$ cat config.mk
export PLATFORM = sky130hd
export DESIGN_NAME = mc_cpu_flat
export DESIGN_NICKNAME = d
export VERILOG_FILES = /design/src/rtl/mc_cpu_pkg.sv /design/src/rtl/mc_cpu_if.sv /design/src/rtl/mc_cpu_mul_iter.sv /design/src/rtl/mc_cpu.sv /design/src/flat_wrapper.sv
export SDC_FILE = /design/constraint.sdc
export NUM_CORES = 2
export LEC_CHECK = 0
export CAP_MARGIN = 20
export CORE_MARGIN = 2
export CORE_UTILIZATION = 50
export CTS_BUF_LIST = sky130_fd_sc_hd__clkbuf_4
export DETAILED_ROUTE_END_ITERATION = 16
export GPL_ROUTABILITY_DRIVEN = 0
export HOLD_SLACK_MARGIN = 0.02
export PLACE_DENSITY = 0.66
export SLEW_MARGIN = 20
export SYNTH_ARGS = -nofsm -noshare
export SYNTH_HDL_FRONTEND = slang
export SYNTH_HIERARCHICAL = 1
export SYNTH_SLANG_ARGS = --single-unit
$ cat constraint.sdc
create_clock -name clk_i -period 43.4 [get_ports clk_i]
set_input_delay 6.51 -clock clk_i [delete_from_list [all_inputs] [get_ports clk_i]]
set_output_delay 6.51 -clock clk_i [all_outputs]
set_load 0.02 [all_outputs]
$ cat src/rtl/mc_cpu_pkg.sv
// Shared encodings for the multi-cycle RV32 subset core: opcodes, functs, FSM states, ALU ops.
// Latency: n/a (constants and types only).
// Backpressure: n/a.
package mc_cpu_pkg;

    localparam logic [6:0] OP_R    = 7'b0110011;
    localparam logic [6:0] OP_I    = 7'b0010011;

    localparam logic [2:0] F3_ADD  = 3'b000;
    localparam logic [2:0] F3_SLL  = 3'b001;
    localparam logic [2:0] F3_XOR  = 3'b100;
    localparam logic [2:0] F3_SR   = 3'b101;
    localparam logic [2:0] F3_AND  = 3'b111;

    localparam logic [6:0] F7_BASE = 7'b0000000;
    localparam logic [6:0] F7_SUB  = 7'b0100000;
    localparam logic [6:0] F7_MUL  = 7'b0000001;

    typedef enum logic [2:0] {
        S_IDLE, S_FETCH, S_DECODE, S_EXEC, S_MUL, S_WB, S_HALT
    } state_e;

    typedef enum logic [2:0] {
        ALU_ADD, ALU_SUB, ALU_MUL, ALU_AND, ALU_XOR, ALU_SLL, ALU_SRA
    } alu_op_e;

endpackage

$ cat src/rtl/mc_cpu_if.sv
// Core-side bundle: run control, instruction fetch, debug register read and status.
// Latency: wires only; imem and debug reads are combinational.
// Backpressure: none; start_i is the only throttle and is honoured at instruction boundaries.
interface mc_cpu_if #(
    parameter int XLEN = 32,
    parameter int PC_W = 32
);
    logic            start_i;
    logic [PC_W-1:0] imem_addr_o;
    logic [31:0]     imem_data_i;
    logic [4:0]      dbg_addr_i;
    logic [XLEN-1:0] dbg_data_o;
    logic            retire_o;
    logic            busy_o;
    logic            halt_o;
    logic            err_o;

    modport master (
        input  start_i, imem_data_i, dbg_addr_i,
        output imem_addr_o, dbg_data_o, retire_o, busy_o, halt_o, err_o
    );

    modport slave (
        output start_i, imem_data_i, dbg_addr_i,
        input  imem_addr_o, dbg_data_o, retire_o, busy_o, halt_o, err_o
    );
endinterface

$ cat src/rtl/mc_cpu_mul_iter.sv
// Iterative shift-add multiplier, low XLEN bits of the unsigned product.
// Latency: done pulses in the XLEN-th cycle after start; prod is final from the next cycle.
// Backpressure: none; a new start restarts the operation.
module mul_iter #(
    parameter int XLEN = 32
) (
    input  logic            clk,
    input  logic            rst,
    input  logic            start,
    input  logic [XLEN-1:0] a,
    input  logic [XLEN-1:0] b,
    output logic            done,
    output logic [XLEN-1:0] prod
);
    localparam int CNT_W = $clog2(XLEN);

    logic [XLEN-1:0]  mcand;
    logic [XLEN-1:0]  mplier;
    logic [XLEN-1:0]  acc;
    logic [CNT_W-1:0] cnt;
    logic             run;

    always_ff @(posedge clk or posedge rst) begin
        if (rst) begin
            mcand  <= '0;
            mplier <= '0;
            acc    <= '0;
            cnt    <= '0;
            run    <= 1'b0;
        end else if (start) begin
            mcand  <= a;
            mplier <= b;
            acc    <= '0;
            cnt    <= '0;
            run    <= 1'b1;
        end else if (run) begin
            if (mplier[0]) begin
                acc <= acc + mcand;
            end
            mcand  <= mcand << 1;
            mplier <= mplier >> 1;
            cnt    <= cnt + CNT_W'(1);
            if (done) begin
                run <= 1'b0;
            end
        end
    end

    // done rides with the last step so the caller leaves on the same edge that folds it in
    assign done = run && (cnt == CNT_W'(XLEN - 1));
    assign prod = acc;

endmodule

$ cat src/rtl/mc_cpu.sv
// Multi-cycle RV32 subset core (add/sub/mul/and/xor/sll/addi/srai), FETCH-DECODE-EXEC/MUL-WB.
// Latency: 4 cycles per instruction, XLEN+3 for iterative mul; retire_o pulses in WB.
// Backpressure: start_i low at an instruction boundary parks the core in IDLE with PC kept.
module mc_cpu
    import mc_cpu_pkg::*;
#(
    parameter int              XLEN     = 32,
    parameter int              PC_W     = 32,
    parameter logic [PC_W-1:0] RESET_PC = '0,
    parameter int              FAST_MUL = 0
) (
    input  logic      clk_i,
    input  logic      rst_i,
    mc_cpu_if.master  bus
);
    localparam int SH_W = $clog2(XLEN);

    state_e          state, state_d;
    alu_op_e         alu_op, dec_op;
    logic [PC_W-1:0] pc;
    logic [31:0]     ir;
    logic [XLEN-1:0] rf [32];
    logic [XLEN-1:0] op_a, op_b, result, alu_y, wb_val, imm, mul_prod;
    logic [4:0]      rd;
    logic            err_q, dec_legal, dec_imm, mul_done;

    logic [6:0] opcode, f7;
    logic [2:0] f3;
    logic [4:0] rs1, rs2;

    assign opcode = ir[6:0];
    assign f3     = ir[14:12];
    assign f7     = ir[31:25];
    assign rs1    = ir[19:15];
    assign rs2    = ir[24:20];
    assign imm    = {{(XLEN-12){ir[31]}}, ir[31:20]};

    always_comb begin
        dec_op    = ALU_ADD;
        dec_legal = 1'b0;
        dec_imm   = 1'b0;
        if (opcode == OP_R) begin
            case (f3)
                F3_ADD: begin
                    dec_legal = (f7 == F7_BASE) || (f7 == F7_SUB) || (f7 == F7_MUL);
                    dec_op    = (f7 == F7_SUB) ? ALU_SUB : (f7 == F7_MUL) ? ALU_MUL : ALU_ADD;
                end
                F3_AND:  begin dec_legal = (f7 == F7_BASE); dec_op = ALU_AND; end
                F3_XOR:  begin dec_legal = (f7 == F7_BASE); dec_op = ALU_XOR; end
                F3_SLL:  begin dec_legal = (f7 == F7_BASE); dec_op = ALU_SLL; end
                default: dec_legal = 1'b0;
            endcase
        end else if (opcode == OP_I) begin
            dec_imm = 1'b1;
            if (f3 == F3_ADD) begin
                dec_legal = 1'b1;
                dec_op    = ALU_ADD;
            end else if (f3 == F3_SR && ir[30]) begin
                dec_legal = 1'b1;
                dec_op    = ALU_SRA;
            end
        end
    end

    always_ff @(posedge clk_i or posedge rst_i) begin
        if (rst_i) state <= S_IDLE;
        else       state <= state_d;
    end

    always_comb begin
        state_d = state;
        case (state)
            S_IDLE:   if (bus.start_i) state_d = S_FETCH;
            S_FETCH:  state_d = S_DECODE;
            S_DECODE: begin
                if (ir == 32'h0 || !dec_legal)             state_d = S_HALT;
                else if (dec_op == ALU_MUL && FAST_MUL == 0) state_d = S_MUL;
                else                                        state_d = S_EXEC;
            end
            S_EXEC:   state_d = S_WB;
            S_MUL:    if (mul_done) state_d = S_WB;
            S_WB:     state_d = bus.start_i ? S_FETCH : S_IDLE;
            S_HALT:   state_d = S_HALT;
            default:  state_d = S_IDLE;
        endcase
    end

    always_comb begin
        alu_y = '0;
        case (alu_op)
            ALU_ADD: alu_y = op_a + op_b;
            ALU_SUB: alu_y = op_a - op_b;
            ALU_MUL: alu_y = (FAST_MUL != 0) ? op_a * op_b : '0;
            ALU_AND: alu_y = op_a & op_b;
            ALU_XOR: alu_y = op_a ^ op_b;
            ALU_SLL: alu_y = op_a << op_b[SH_W-1:0];
            ALU_SRA: alu_y = $signed(op_a) >>> op_b[SH_W-1:0];
            default: alu_y = '0;
        endcase
    end

    // srai's shamt sits in the low immediate bits, so op_b serves both shift forms
    always_ff @(posedge clk_i or posedge rst_i) begin
        if (rst_i) begin
            pc     <= RESET_PC;
            ir     <= '0;
            op_a   <= '0;
            op_b   <= '0;
            rd     <= '0;
            alu_op <= ALU_ADD;
            result <= '0;
            err_q  <= 1'b0;
        end else begin
            case (state)
                S_FETCH:  ir <= bus.imem_data_i;
                S_DECODE: begin
                    op_a   <= rf[rs1];
                    op_b   <= dec_imm ? imm : rf[rs2];
                    rd     <= ir[11:7];
                    alu_op <= dec_op;
                    err_q  <= (ir != 32'h0) && !dec_legal;
                end
                S_EXEC:   result <= alu_y;
                S_WB:     pc <= pc + PC_W'(4);
                default:  ;
            endcase
        end
    end

    assign wb_val = (FAST_MUL == 0 && alu_op == ALU_MUL) ? mul_prod : result;

    always_ff @(posedge clk_i or posedge rst_i) begin
        if (rst_i) begin
            for (int i = 0; i < 32; i++) rf[i] <= '0;
        end else if (state == S_WB && rd != 5'd0) begin
            rf[rd] <= wb_val;
        end
    end

    generate
        if (FAST_MUL == 0) begin : g_iter_mul
            mul_iter #(.XLEN(XLEN)) u_mul (
                .clk   (clk_i),
                .rst   (rst_i),
                .start (state == S_DECODE && state_d == S_MUL),
                .a     (rf[rs1]),
                .b     (rf[rs2]),
                .done  (mul_done),
                .prod  (mul_prod)
            );
        end else begin : g_fast_mul
            assign mul_done = 1'b0;
            assign mul_prod = '0;
        end
    endgenerate

    assign bus.imem_addr_o = pc;
    assign bus.dbg_data_o  = (bus.dbg_addr_i == 5'd0) ? '0 : rf[bus.dbg_addr_i];
    assign bus.retire_o    = (state == S_WB);
    assign bus.busy_o      = (state != S_IDLE) && (state != S_HALT);
    assign bus.halt_o      = (state == S_HALT);
    assign bus.err_o       = (state == S_HALT) && err_q;

endmodule

$ cat src/flat_wrapper.sv
// flat-port wrapper written by rule: the top's interface ports become plain ports
module mc_cpu_flat import mc_cpu_pkg::*;
#(
    parameter int              XLEN     = 32,
    parameter int              PC_W     = 32,
    parameter logic [PC_W-1:0] RESET_PC = '0,
    parameter int              FAST_MUL = 0
)
  (clk_i, rst_i, bus_start_i, bus_imem_data_i, bus_dbg_addr_i, bus_imem_addr_o, bus_dbg_data_o, bus_retire_o, bus_busy_o, bus_halt_o, bus_err_o);
  mc_cpu_if #(.XLEN(XLEN), .PC_W(PC_W)) bus_i ();
  input  logic clk_i;
  input  logic rst_i;
  input wire logic [$bits(bus_i.start_i)-1:0] bus_start_i;
  input wire logic [$bits(bus_i.imem_data_i)-1:0] bus_imem_data_i;
  input wire logic [$bits(bus_i.dbg_addr_i)-1:0] bus_dbg_addr_i;
  output wire logic [$bits(bus_i.imem_addr_o)-1:0] bus_imem_addr_o;
  output wire logic [$bits(bus_i.dbg_data_o)-1:0] bus_dbg_data_o;
  output wire logic [$bits(bus_i.retire_o)-1:0] bus_retire_o;
  output wire logic [$bits(bus_i.busy_o)-1:0] bus_busy_o;
  output wire logic [$bits(bus_i.halt_o)-1:0] bus_halt_o;
  output wire logic [$bits(bus_i.err_o)-1:0] bus_err_o;
  assign bus_i.start_i = bus_start_i;
  assign bus_i.imem_data_i = bus_imem_data_i;
  assign bus_i.dbg_addr_i = bus_dbg_addr_i;
  assign bus_imem_addr_o = bus_i.imem_addr_o;
  assign bus_dbg_data_o = bus_i.dbg_data_o;
  assign bus_retire_o = bus_i.retire_o;
  assign bus_busy_o = bus_i.busy_o;
  assign bus_halt_o = bus_i.halt_o;
  assign bus_err_o = bus_i.err_o;
  mc_cpu #(.XLEN(XLEN), .PC_W(PC_W), .RESET_PC(RESET_PC), .FAST_MUL(FAST_MUL)) u_core (.clk_i(clk_i), .rst_i(rst_i), .bus(bus_i));
endmodule
# Yosys cells after proc, flatten, opt, wreduce, memory -nomap -nowiden
# Index checks and enable logic that the tools add are counted.
[classes] add_sub_neg=5 n_mul=0 div=0 magnitude_cmp=5 n_eq_ne=24 shift=2 n_mux=48 n_bitwise=6 n_reduce_logical=25
[op_table] operator="$bwmux 1024" count=1
[op_table] operator="$mux 32" count=17
[op_table] operator="$bmux 32 s5" count=3
[op_table] operator="$pmux 32 s6" count=1
[op_table] operator="$demux 32 s5" count=1
[op_table] operator="$add 32x32->32" count=2
[op_table] operator="$add 32x3->32 const B" count=1
[op_table] operator="$and 32x32->32" count=1
[op_table] operator="$logic_not 32->1" count=1
[op_table] operator="$reduce_bool 32->1" count=1
[op_table] operator="$shl 32x5->32" count=1
[op_table] operator="$sshr 32x5->32" count=1
[op_table] operator="$sub 32x32->32" count=1
[op_table] operator="$xor 32x32->32" count=1
[op_table] operator="$eq 3x3->1 const B" count=10
[op_table] operator="$mux 3" count=9
[op_table] operator="$ge 6x6->1 const B" count=4
[op_table] operator="$not 5->6" count=4
[op_table] operator="$pmux 3 s7" count=1
[op_table] operator="$eq 3x2->1 const B" count=5
[op_table] operator="$eq 7x6->1 const B" count=2
[op_table] operator="$pmux 3 s4" count=1
[op_table] operator="$mux 1" count=10
[op_table] operator="$mux 5" count=2
[op_table] operator="20 further kinds" count=34
[totals] reg_bits=1298 latchBits=0 mem_bits_rw=0 romBits=0 input_bits=40 output_inout_bits=68 wordCells=161 mem_count=0

# Depth between registers and ports, before layout
[logic_depth] depth_word=14 mapped_depth=21 ltp_nobuf=18

# Modules after synthesis
# Netlist, hierarchy kept.
[by_module_without_submodules] mod="mc_cpu" instances=1 cells_per_inst=6533 area_per_inst_um2=74083.6 seq_area_each_um2=29878.7
[by_module_without_submodules] mod="mul_iter" instances=1 cells_per_inst=671 area_per_inst_um2=6195.9 seq_area_each_um2=2552.4

# Worst setup path after synthesis
# Ideal clock, no wire load.
[synth_path] kind="input port to output port" start="input bus_dbg_addr_i[0]" end="output bus_dbg_data_o[22]" arrival_time_ns=8.686 required_ns=36.890 slack_ns=28.204 path_stages=7 path_buffers=3 path_cell_list="clkbuf_1 buf_2 buf_1 mux4_2 mux4_2 mux2i_1 nor2_1"
[synth_via] elab_chain_len=5 word_cells_on_any_way=6 cone_classes="4 x mux; 1 x bitwise; 1 x reduce/logical"
[synth_rtl] item="start, declared" line_no="flat_wrapper.sv:15" text="input wire logic [$bits(bus_i.dbg_addr_i)-1:0] bus_dbg_addr_i;"
[synth_rtl] item="$not 5->6 (not written as such)" line_no="mc_cpu.sv:158" text="assign bus.dbg_data_o = (bus.dbg_addr_i == 5'd0) ? '0 : rf[bus.dbg_addr_i];"
[synth_rtl] item="$bmux 32 s5" line_no="mc_cpu.sv:158"
[synth_rtl] item="$mux 32 (not written as such) (2 in a row)" line_no="mc_cpu.sv:158"
[synth_rtl] item="$mux 32 *" line_no="mc_cpu.sv:158"
[synth_rtl] item="end, declared" line_no="flat_wrapper.sv:17" text="output wire logic [$bits(bus_i.dbg_data_o)-1:0] bus_dbg_data_o;"
# Every way passes the cells marked *; elsewhere a longest branch is shown, timed or not. The select of a mux whose other input is x is not followed.

# Worst setup path after layout
[layout_path] start="input bus_dbg_addr_i[1]" end="output bus_dbg_data_o[30]"
# The elaborated chain is that of the path after synthesis.

==> results.yml <==
setup_path:
  criticalPathCategory: "primary input to output pin"
  crit_fanout: 121
  slowest_stage: "buf_4"
  start_kind: "primary input"
  worst-path-buf-inv: 4
  r2r_setup_slack_ns: 38.28
  r2r-start: "u_core/op_b[3]$_DFFE_PP0P_"
  critical-path-max-stage-delay_ns: 0.94
  cp.required_ns: 36.89
  cpLargestDelayFamily: "buffers and inverters"
  r2r_cells: 15
  crit_path_end_kind: "output pin"
  arrival_ns: 11.17
  path_cells: "buf_8 -> buf_4 -> buf_4 -> mux4_2 -> mux4_2 -> mux2i_1 -> nor2_1 -> clkdlybuf4s50_1"
  reg2reg_to: "u_core/result[28]$_DFFE_PP0P_"
detailed_routing:
  drc: 0
  routed_wl_um: 264600
  avgViaCountPerCell: 6.775
  postRouteAntennaNets: 0
  dr.pass1.iters: 9
  dr_total_vias: 63730
  drt_iter0_drc: 8034
  wl_per_cell_um: 28.12
timing:
  tightest_slew_ns: 1.213
  layout_min_cycle_time_ns: 17.68
  fin_crit_sh: 0.4074
  fmax_mhz: 56.56
  rsz0062_at_grt: "no"
  finalHoldViolCount: 0
  maxSlewHeadroom: 0.1843
  maxSlewViolCount: 0
  finalSetupViolCount: 0
  finalSetupTns_ns: 0
  fin_skew_ns: 0.1274
synthesis:
  synth_area_sq_um: 80280
  synth_enable_flop_cells: 0
  synth_cells: 7204
  ys_async_sr_fraction: 1.000
  ys_seq_area_frac: 0.4040
  synth_seq_cells: 1296
  synth-main-ff-cell: "dfrtp_1"
  synth_cell_types: 91
  avgSynthCellArea_sq_um: 11.14
  synth_warnings: 6
worst_hold_path:
  hp-class: "flip-flop to flip-flop"
  worstHoldStart: "u_core/rf[1005]$_DFFE_PP0P_"
  min_path_cells: 0
  hold_end: "u_core/rf[1005]$_DFFE_PP0P_"
die:
  coreArea_sq_um: 160000
  start_util: 0.5017
  fp.dieArea_sq_um: 163800
  dieWidth_um: 404.7
  design.portCount: 108
  chipHeight_um: 404.7
  num_rows: 147
pwr:
  total_power_w: 0.005295
  ir_drop_mv: 0.06353
  p_leak_nw: 36.24
  p_per_area_nw_per_um2: 60.94
placed_design:
  io_buffers: 105
  hpwl_um: 158800
  dpl.cell_count: 8804
  place_area_sq_um: 82610
grt:
  busiest_layer: "met2"
  grt_max_degree: 154
  grtUsageTotal: 0.3264
  met1_usage: 0.4386
  grt_util_met3: 0.1052
  gr-total-overflow: 0
  antenna_found_initial: 9
  grt_pass1_vias: 62220
  use_met2: 0.4832
  grt_pass1_wl_um: 398400
clock_network:
  cts_buffers: 355
  clkLatencyLatePin_ns: 1.36
  tritoncts: "yes"
  clk_pin_slew_ns: 0.06
  clock_sinks: 1296
  post_cts_resized: 0
  clockBufferDepth: 4
  cts-root-buf: "clkbuf_4"
  cts_setup_buffers: 0
  postCtsHoldBufs: 0
  h-tree-depth: 5
run:
  drv_cap: 0
layout:
  fin_util: 0.5430
  final_cell_mix: "1,282 x dfrtp_1, 927 x mux4_2, 907 x nand2_1, 720 x nor2_1, 710 x o21ai_0"
  drive_above_1_share: 0.2478
  final_common_cell: "dfrtp_1"
  final_cells: 9407
  final_area_sq_um: 86890
  finalNetCount: 7217
  area_delta_synth_final_pct: 8.229
run_status:
  run_status: "complete, no violations"
[routing by layer]
metal  up-vias  share of wire
li1      26820              -
met4         8          0.049
met1     32050           0.38
met5         -        0.00018
met2      4048           0.45
met3       808           0.12
[per-stage QoR]
step / setup slack (ns) / hold WS [ns]
global placement: 25.91 / 0.3961
CTS: 25.80 / 0.4192
finish: 25.72 / 0.4164
floorplan: 3.254 / 0.4423
global route: 25.51 / 0.4257
detailed placement: 25.80 / 0.4035
[worst reg2reg max path, cell delays in order, from the launching register on]
cell and delay, ns:
dfrtp_2 0.63, buf_4 0.44, nor4_1 0.66, and2_1 0.36, and4b_1 0.45, a21oi_1 0.14
xnor2_1 0.17, ha_1 0.34, a21oi_1 0.22, nor2b_1 0.08, o21a_1 0.21, or4b_2 0.65
a31oi_1 0.19, o22ai_1 0.09, a221oi_1 0.26, o21ai_0 0.13
[flip-flops by register name, summed over array words and instances (netlist names)]
signal,flops
u_core/rd,5
u_core/g_iter_mul.u_mul/cnt,5
u_core/ir,32
u_core/g_iter_mul.u_mul/prod,32
u_core/result,32
u_core/g_iter_mul.u_mul/run,1
u_core/op_a,32
u_core/alu_op,3
u_core/err_q,1
u_core/state,3
u_core/g_iter_mul.u_mul/mcand,32
u_core/bus.imem_addr_o,30
u_core/op_b,32
u_core/rf,1024
u_core/g_iter_mul.u_mul/mplier,32
[area by class of cell]
| cell class | count | area (sq um) |
|---|---|---|
| flip-flops and latches | 1296 | 32470 |
| clock inverters | 108 | 543.0 |
| fillers | 13640 | 73130 |
| clock buffers | 488 | 3664 |
| multi-input cells | 5141 | 45160 |
| inverters | 33 | 135.1 |
| diodes | 6 | 15.01 |
| well taps | 2086 | 2610 |
| repair buffers | 249 | 2282 |
[logic make-up after synthesis]
group / count (synthesis) / synth area share
AND/OR/NAND/NOR: 1887 / 0.09559
buffers and inverters: 768 / 0.03942
XOR/XNOR: 102 / 0.01113
adder cells (fa/ha/maj): 102 / 0.01605
multiplexers: 1321 / 0.3128
flip-flops: 1296 / 0.4040
AO/OA/AOI/OAI: 1727 / 0.1210
other: 1 / 0.00004671
[worst max-delay path by stage]
| stage | depth (start not counted) | slack, ns | endpoint | startpoint |
|---|---|---|---|---|
| floorplan | 1 | 3.25 | u_core/alu_op[0]$_DFFE_PP0P_ | rst_i |
| global placement | 8 | 25.91 | bus_dbg_data_o[30] | bus_dbg_addr_i[1] |
| detailed placement | 8 | 25.80 | bus_dbg_data_o[3] | bus_dbg_addr_i[1] |
| CTS | 8 | 25.80 | bus_dbg_data_o[3] | bus_dbg_addr_i[1] |
| global route | 8 | 25.51 | bus_dbg_data_o[16] | bus_dbg_addr_i[0] |
| finish | 8 | 25.72 | bus_dbg_data_o[30] | bus_dbg_addr_i[1] |
[Yosys cell counts (31+ instances only)]
master,number,area (sq um)
nor2_1,738,2770
o221ai_1,42,367.9
o31ai_1,56,420.4
mux4_2,927,20880
xnor2_1,67,586.8
nand2_1,921,3457
dfrtp_1,1296,32430
mux2_2,89,1002
o211ai_1,31,232.7
a21oi_1,657,3288
buf_1,63,236.5
xor2_1,35,306.5
mux2i_1,294,2943
a21o_1,35,262.8
buf_2,75,375.4
o21ai_0,710,3553
clkbuf_1,558,2095
ha_1,99,1239
[power breakdown]
group | switching [W] | leakage [nW] | internal, W
Clock | 0.000534 | 2.54 | 0.000542
Combinational | 0.00130 | 16.0 | 0.00108
Sequential | 0.000394 | 17.7 | 0.00145
Total | 0.00222 | 36.2 | 0.00307
Power figures use the tool's default switching activity.
